<file path="src/rtl/uart_msg_scheduler.sv">
// uart_msg_scheduler: shares one byte-level UART transmitter between N_REQ message
// sources with round-robin arbitration at message boundaries and an idle gap after each.
module uart_msg_scheduler #(
  parameter int N_REQ     = 4,
  parameter int GAP_TICKS = 2
) (
  input  logic                 clk,
  input  logic                 rst,
  input  logic                 baud_tick,
  input  logic [N_REQ-1:0]     req_valid,
  input  logic [8*N_REQ-1:0]   req_data,
  input  logic [N_REQ-1:0]     req_last,
  output logic [N_REQ-1:0]     req_ready,
  output logic [7:0]           tx_data,
  output logic                 tx_start,
  input  logic                 tx_busy,
  output logic [N_REQ-1:0]     grant,
  output logic                 active,
  output logic                 msg_done
);

  localparam int PW = $clog2(N_REQ);
  localparam int GW = (GAP_TICKS > 0) ? $clog2(GAP_TICKS + 1) : 1;
  localparam logic [GW-1:0] GAP_LAST = (GAP_TICKS > 0) ? GW'(GAP_TICKS - 1) : '0;

  typedef enum logic [2:0] {IDLE, SEND, WAIT_BUSY, WAIT_DONE, GAP} state_t;

  state_t          state;
  state_t          state_nxt;
  logic [PW-1:0]   rr_ptr;
  logic [PW-1:0]   rr_win;
  logic [GW-1:0]   gap_cnt;
  logic            last_r;
  logic            accept;
  logic            msg_end;
  logic [7:0]      owner_byte;

  // rr_ptr always names the current (or most recent) owner, so the search starts just past it
  function automatic logic [PW-1:0] rr_pick(input logic [PW-1:0] ptr,
                                            input logic [N_REQ-1:0] v);
    logic [PW-1:0] pick;
    logic [PW-1:0] idx_p;
    logic          found;
    int            idx;
    pick  = ptr;
    found = 1'b0;
    for (int i = 1; i <= N_REQ; i++) begin
      idx   = (int'(ptr) + i) % N_REQ;
      idx_p = PW'(idx);
      if (!found && v[idx_p]) begin
        pick  = idx_p;
        found = 1'b1;
      end
    end
    return pick;
  endfunction

  assign rr_win     = rr_pick(rr_ptr, req_valid);
  assign accept     = (state == SEND) && req_valid[rr_ptr];
  assign msg_end    = (state == WAIT_DONE) && !tx_busy && last_r;
  assign owner_byte = req_data[{rr_ptr, 3'b000} +: 8];

  always_ff @(posedge clk) begin
    if (rst) begin
      state <= IDLE;
    end else begin
      state <= state_nxt;
    end
  end

  always_comb begin
    state_nxt = state;
    unique case (state)
      IDLE:      if (|req_valid) state_nxt = SEND;
      SEND:      if (accept) state_nxt = WAIT_BUSY;
      WAIT_BUSY: if (tx_busy) state_nxt = WAIT_DONE;
      WAIT_DONE: begin
        if (!tx_busy) begin
          if (last_r) state_nxt = (GAP_TICKS > 0) ? GAP : IDLE;
          else        state_nxt = SEND;
        end
      end
      GAP:       if (baud_tick && (gap_cnt == GAP_LAST)) state_nxt = IDLE;
      default:   state_nxt = IDLE;
    endcase
  end

  always_comb begin
    req_ready = '0;
    active    = (state != IDLE);
    if (state == SEND) req_ready = grant & req_valid;
  end

  // tx_data only changes on acceptance, which keeps it stable for the whole transmission
  always_ff @(posedge clk) begin
    if (rst) begin
      tx_data  <= '0;
      tx_start <= 1'b0;
      grant    <= '0;
      msg_done <= 1'b0;
      last_r   <= 1'b0;
      gap_cnt  <= '0;
      rr_ptr   <= PW'(N_REQ - 1);
    end else begin
      tx_start <= accept;
      msg_done <= msg_end;
      if ((state == IDLE) && (|req_valid)) begin
        rr_ptr <= rr_win;
        grant  <= N_REQ'(1) << rr_win;
      end
      if (msg_end) grant <= '0;
      if (accept) begin
        tx_data <= owner_byte;
        last_r  <= req_last[rr_ptr];
      end
      if (msg_end) begin
        gap_cnt <= '0;
      end else if ((state == GAP) && baud_tick) begin
        gap_cnt <= gap_cnt + 1'b1;
      end
    end
  end

endmodule

</file>
<file path="config.mk">
export PLATFORM = sky130hd
export DESIGN_NAME = uart_msg_scheduler
export DESIGN_NICKNAME = d
export VERILOG_FILES = /design/src/rtl/uart_msg_scheduler.sv
export SDC_FILE = /design/constraint.sdc
export NUM_CORES = 1
export LEC_CHECK = 0
export BUFFER_PORTS_ARGS = -buffer_cell sky130_fd_sc_hd__buf_2
export CAP_MARGIN = 20
export CORE_MARGIN = 2
export CORE_UTILIZATION = 41
export DETAILED_ROUTE_END_ITERATION = 8
export PLACE_DENSITY_LB_ADDON = 0.05
export SYNTH_ARGS = -nofsm -noshare
export SYNTH_HDL_FRONTEND = slang
export SYNTH_SLANG_ARGS = --single-unit
</file>
<file path="constraint.sdc">
create_clock -name clk -period 1.49 [get_ports clk]
set_input_delay 0.0745 -clock clk [delete_from_list [all_inputs] [get_ports clk]]
set_output_delay 0.0745 -clock clk [all_outputs]
set_load 0.01 [all_outputs]
</file>
Word-level counts from Yosys, hierarchy flattened --
Index checks and enable logic that the tools add are counted.
Storage, ports and cells: output and inout port bits 19, bits in registers 22, word-level logic and storage cells 76, input port bits 44
Cells by class: order comparisons 5, shifts and indexed selects 2, reductions and logical operators 18, bitwise operators 1, add/subtract/negate cells 5, equal/unequal tests 10, muxes and demuxes 27
Operator list (count):
- 32-bit by 6-bit indexed part select with 8-bit output | 1
- 3-bit 2-to-1 mux | 6
- 2-bit by 3-bit less-than comparator with 1-bit output, second input constant | 5
- 3-bit case mux with 5 select lines | 1
- 1-bit binary-select mux with 2-bit select | 6
- 2-bit != test, second input constant | 5
- 1-bit logical AND | 9
- 1-bit 2-to-1 mux | 9
- 2-bit 2-to-1 mux | 4
- 2-bit by 1-bit adder with 2-bit output, second input constant | 3
- 3-bit by 2-bit equality test with 1-bit output, second input constant | 2
- 5-bit AND reduction | 1
- 2-bit adder, second input constant | 2
- 4-bit bitwise AND | 1
- 1-bit zero test | 4
- 4-bit 2-to-1 mux | 1
- 4-bit OR reduction | 1
- 1-bit by 2-bit left shift with 4-bit output, first input constant | 1
- 3-bit by 1-bit equality test with 1-bit output, second input constant | 1
- 3-bit equality test, second input constant | 1
- 3-bit zero test | 1
- 3-bit nonzero test | 1
- 2-bit by 1-bit equality test with 1-bit output, second input constant | 1
- 2-bit OR reduction | 1

Depth between registers and ports, before layout --
word-level depth 14, gate-level depth with buffers 7

Least setup slack after synthesis --
OpenSTA, ideal clock, no wires.
path kind flip-flop to flip-flop, start point register rr_ptr[0], end point register last_r, arrival 1.370 ns, stages on the path, launching flop included 6, library setup time 0.128 ns, buffers on the path 2, slack -0.008 ns, period minus slack after synthesis 1.498 ns, cells stage by stage dfxtp_1 > buf_6 > buf_2 > mux4_2 > mux2i_1 > nor2_1
Between the ends: cells in the longest elaborated chain, start to end 3, elaborated cells between the ends (all ways) 5, those cells by class 4 x mux; 1 x reduce/logical
Ends and longest elaborated chain:
- from (decl) | line 30 | logic [PW-1:0] rr_ptr;
- from (signal assigned) | line 103 | rr_ptr <= PW'(N_REQ - 1);
- from (signal assigned) | line 108 | rr_ptr <= rr_win;
- 1-bit binary-select mux with 2-bit select | line 59 | assign accept = (state == SEND) && req_valid[rr_ptr];
- 1-bit 2-to-1 mux (not written as such) | line 59
- 1-bit logical AND | line 59
- to (signal assigned) | line 114 | last_r <= req_last[rr_ptr];
- to (decl) | line 33 | logic last_r;
Several ways; a longest one is shown, not always the timed one. The select of a mux whose other input is x is not followed. A chain may end at the register's enable or synchronous reset.

Worst setup path in the final report --
start point register state[2], end point output port req_ready[3]
Between the ends: cells in the longest elaborated chain, start to end 2
Ends and longest elaborated chain:
- from (decl) | line 28 | state_t state;
- from (signal assigned) | line 67 | state <= state_nxt;
- 3-bit by 1-bit equality test with 1-bit output | line 91 | if (state == SEND) req_ready = grant & req_valid;
- 4-bit 2-to-1 mux | line 91
- to (decl) | line 13 | output logic [N_REQ-1:0] req_ready,
No other way between the ends.

==> summary.md <==
| Metric | Value |
|---|---|
| Number of global-route vias before repair | 1,178 |
| Detailed router's first-iteration violation count | 42 |
| CTS H-tree depth | 1 |
| Final period util | 100% |
| Category of the worst setup path launch point | register |
| I/O pins | 63 |
| Minimum period implied by the final worst setup slack | 1490 ps |
| Aggregate routed wire length | 2990 µm |
| Unique masters post-synth | 38 |
| Share of synthesized cell area in full adder, half adder and majority cells | 0.958% |
| Endpoint type of the worst setup path | output pin |
| Relative contribution of sequential cells to total power | 31.7% |
| Hold/Removal Path Class | input pin to register |
| Antenna cell count | 0 |
| Area used by sequential logic in the layout | 457 µm² |
| TritonCTS Sinks | 22 |
| Die width | 60.4 µm |
| DP Wirelength | 2350 µm |
| Basic-gate share of the synthesized area counting and, or, nand and nor cells | 22.7% |
| RSZ-0062 raised after global routing | true |
| Overall via count from detail_route | 1,228 |
| Normalized max-slew margin | 77.5% |
| Number of clock buffers inserted by TritonCTS | 3 |
| Most numerous cell types in the synthesized netlist | 22 x sky130_fd_sc_hd__dfxtp_1, 17 x sky130_fd_sc_hd__nor2_1, 13 x sky130_fd_sc_hd__mux2i_1 |
| Largest cells by area after synthesis | sky130_fd_sc_hd__dfxtp_1 34%, sky130_fd_sc_hd__mux4_2 16%, sky130_fd_sc_hd__mux2i_1 10% |
| Cell-internal power | 1.86 mW |
| Total global routing overflow | 0 |
| Routability cong. | 0.739 |
| Xor/xnor share of the synthesized area | 1.34% |
| TritonCTS clock tree | yes |
| Transition at the pin with the smallest max-transition slack | 334 ps |
| Core Rows | 20 |
| Max layer used | met4 |
| DRC violations left | 0 |
| Initial antenna violation count | 0 |
| Asr flop ratio synth | 0% |
| Metal2 WL | 1480 µm |
| Fraction of synthesized area in multiplexers | 25.5% |
| Ys flop type | sky130_fd_sc_hd__dfxtp_1 |
| Crit-path max FO | 5 |
| Routed wirelength normalized by instance count | 12.1 µm |
| Switching part of the total | 36.1% |
| Fraction of layout instances using a drive strength above 1 | 55.9% |
| PortBufs | 62 |
| Post-synthesis cell type with the largest combined area | sky130_fd_sc_hd__dfxtp_1 |
| Synth warnings | 0 |
| P per Cell Area | 1590 nW/µm² |
| Area share of the largest cell type after synthesis | 33.7% |
| Worst Clk Skew | 5.06 ps |
| Nets | 248 |
| Pins over their slew limit | 0 |
| Hold Vio Cnt, Final | 0 |
| Synth Area in Compound Gates | 9.48% |
| Achievable frequency | 671 MHz |
| Largest net degree at the start of global routing | 18 |
| Fraction of the yosys area taken by sequential cells | 33.7% |
| Global-route wire length before repair | 4740 µm |
| Instance area at placement | 1710 µm² |
| Final total negative setup slack | 0 ps |
| Number of detailed-routing iterations run before antenna repair | 4 |
| Count of flip-flops with a built-in enable after synthesis | 0 |
| Largest family of logic cells by synthesized area | multiplexers |
| Height of the die | 60.4 µm |
| VDD IR-drop max | 0.723 mV |
| Cell area after synthesis | 1310 µm² |
| Worst setup slack before clock tree synthesis | 6.14 ps |
| Buffer depth of the longest clock path | 2 |
| Clock network latency to the later pin of the worst-skew pair | 310 ps |
| Share of total power in combinational logic | 56.7% |
| Initial Util | 42.8% |
| Layout Utilization | 60.3% |
| Start-to-end type of the worst setup path | register to output pin |
| Syn Inst Count | 127 |
| Nets in the synthesized netlist | 172 |
| Overall fraction of global-route tracks in use | 17.1% |
| Combined area of the multi-input logic cells | 816 µm² |
| Clock Pin Slew Worst Setup and Hold Paths | 120 ps |
| Final instance area | 1840 µm² |
| Synthesized area divided by synthesized cell count | 10.3 µm² |
| Post-Route M1 WL | 1270 µm |
| Outcome | completed |
| Master cell of the clock root buffer | sky130_fd_sc_hd__clkbuf_4 |
| Synthesis-to-finish area growth | 41.0% |
| Static power due to leakage | 0.905 nW |
| Area of the core region | 3050 µm² |
| Final WS setup | 0.263 ps |
| Met3 layer wire length in the routed design | 195 µm |
| Floorplan die area | 3650 µm² |
| Clock share of power | 11.6% |
| Number of synthesized register bits | 22 |
| Top-count cell post-synth | sky130_fd_sc_hd__dfxtp_1 |
| Vias per inst | 4.99 |
| Setup violation total in the final timing report | 0 |
| Filler cell count in the final layout | 292 |
| Switching Power | 1.06 mW |
| Final ANT Viol Nets | 0 |
| CTS hold repair buffers | 0 |
| Maximum capacitance violations | 0 |
| Data arrival time of the critical path | 1420 ps |
| Worst Path Required | 1420 ps |
## power groups by stage
stage,Combinational [mW],Sequential [mW],Clock (mW)
final,1.66,0.926,0.338
after global routing,1.81,0.947,0.367
after global placement,1.50,0.893,0
after floorplan,1.13,0.883,0
after CTS,1.66,0.919,0.350
after detailed placement,1.52,0.895,0
## registers in the layout (all words and copies together), names as in the netlist
register and cells:
gap_cnt 2, grant 4, last_r 1, msg_done 1, rr_ptr 2, state 3, tx_data 8, tx_start 1
## repair_timing
item,CTS,global route
setup buffers,5,1
hold endpoints to repair,0,0
endpoints found under the setup margin,8,20
pin swaps,5,6
resized for setup,14,6
## cells by family (layout without fill, tap and decap cells)
group                    count (synthesis)  in the layout
flip-flops                              22             22
XOR/XNOR                                 2              2
AND/OR/NAND/NOR                         52             52
adder cells (fa/ha/maj)                  1              1
buffers and inverters                   11             86
AO/OA/AOI/OAI                           17             17
multiplexers                            22             22
## placed cells by master, fill, tap and decap left out, types with 3 or more instances in the layout
cell type / synthesis / layout
sky130_fd_sc_hd__buf_4: 0 / 15
sky130_fd_sc_hd__nand3_1: 5 / 5
sky130_fd_sc_hd__nor2_1: 17 / 17
sky130_fd_sc_hd__dfxtp_1: 22 / 17
sky130_fd_sc_hd__mux2i_1: 13 / 13
sky130_fd_sc_hd__a21oi_1: 5 / 4
sky130_fd_sc_hd__mux4_2: 9 / 9
sky130_fd_sc_hd__nand2_1: 5 / 5
sky130_fd_sc_hd__nand3b_1: 3 / 3
sky130_fd_sc_hd__dfxtp_4: 0 / 4
sky130_fd_sc_hd__buf_2: 1 / 60
sky130_fd_sc_hd__nand2b_1: 5 / 5
sky130_fd_sc_hd__buf_6: 3 / 3
sky130_fd_sc_hd__inv_1: 3 / 3
sky130_fd_sc_hd__clkbuf_4: 0 / 3
## cell type report
type	count	area share, %
clock buffers	4	1.97
inverters	3	0.611
multi-input cells	94	44.3
flip-flops and latches	22	24.8
well taps	44	2.99
repair buffers	79	25.3
## worst paths after layout
path                            slack [ps]       from  cells after the start            to
worst max-delay path                   0.3   state[2]                      4  req_ready[3]
worst min-delay path                   110  baud_tick                      4      state[2]
worst max register to register          30  rr_ptr[0]                      5     rr_ptr[0]
worst min register to register         480   grant[1]                      2      grant[1]
## through the flow
| step | hold WS [ps] | cells | power, mW |
|---|---|---|---|
| finish | 110 | 246 | 2.92 |
| global route | 117 | 246 | 3.13 |
| CTS | 107 | 246 | 2.93 |
| detailed placement | 442 | 239 | 2.42 |
| global placement | 430 | 239 | 2.39 |
| floorplan | 271 | 127 | 2.01 |
## routing by layer
| metal | global-route usage [%] | up-vias |
|---|---|---|
| li1 | - | 615 |
| met1 | 20.1 | 562 |
| met2 | 30.6 | 47 |
| met3 | 3.62 | 4 |
| met4 | 6.21 | 0 |
| met5 | 0 | - |
## critical path: stages, from the launching register on
cell and delay [ps]:
sky130_fd_sc_hd__dfxtp_4 390, sky130_fd_sc_hd__nor3b_4 290, sky130_fd_sc_hd__buf_4 170, sky130_fd_sc_hd__and3_4 180, sky130_fd_sc_hd__buf_6 90
Power figures use the tool's default switching activity.
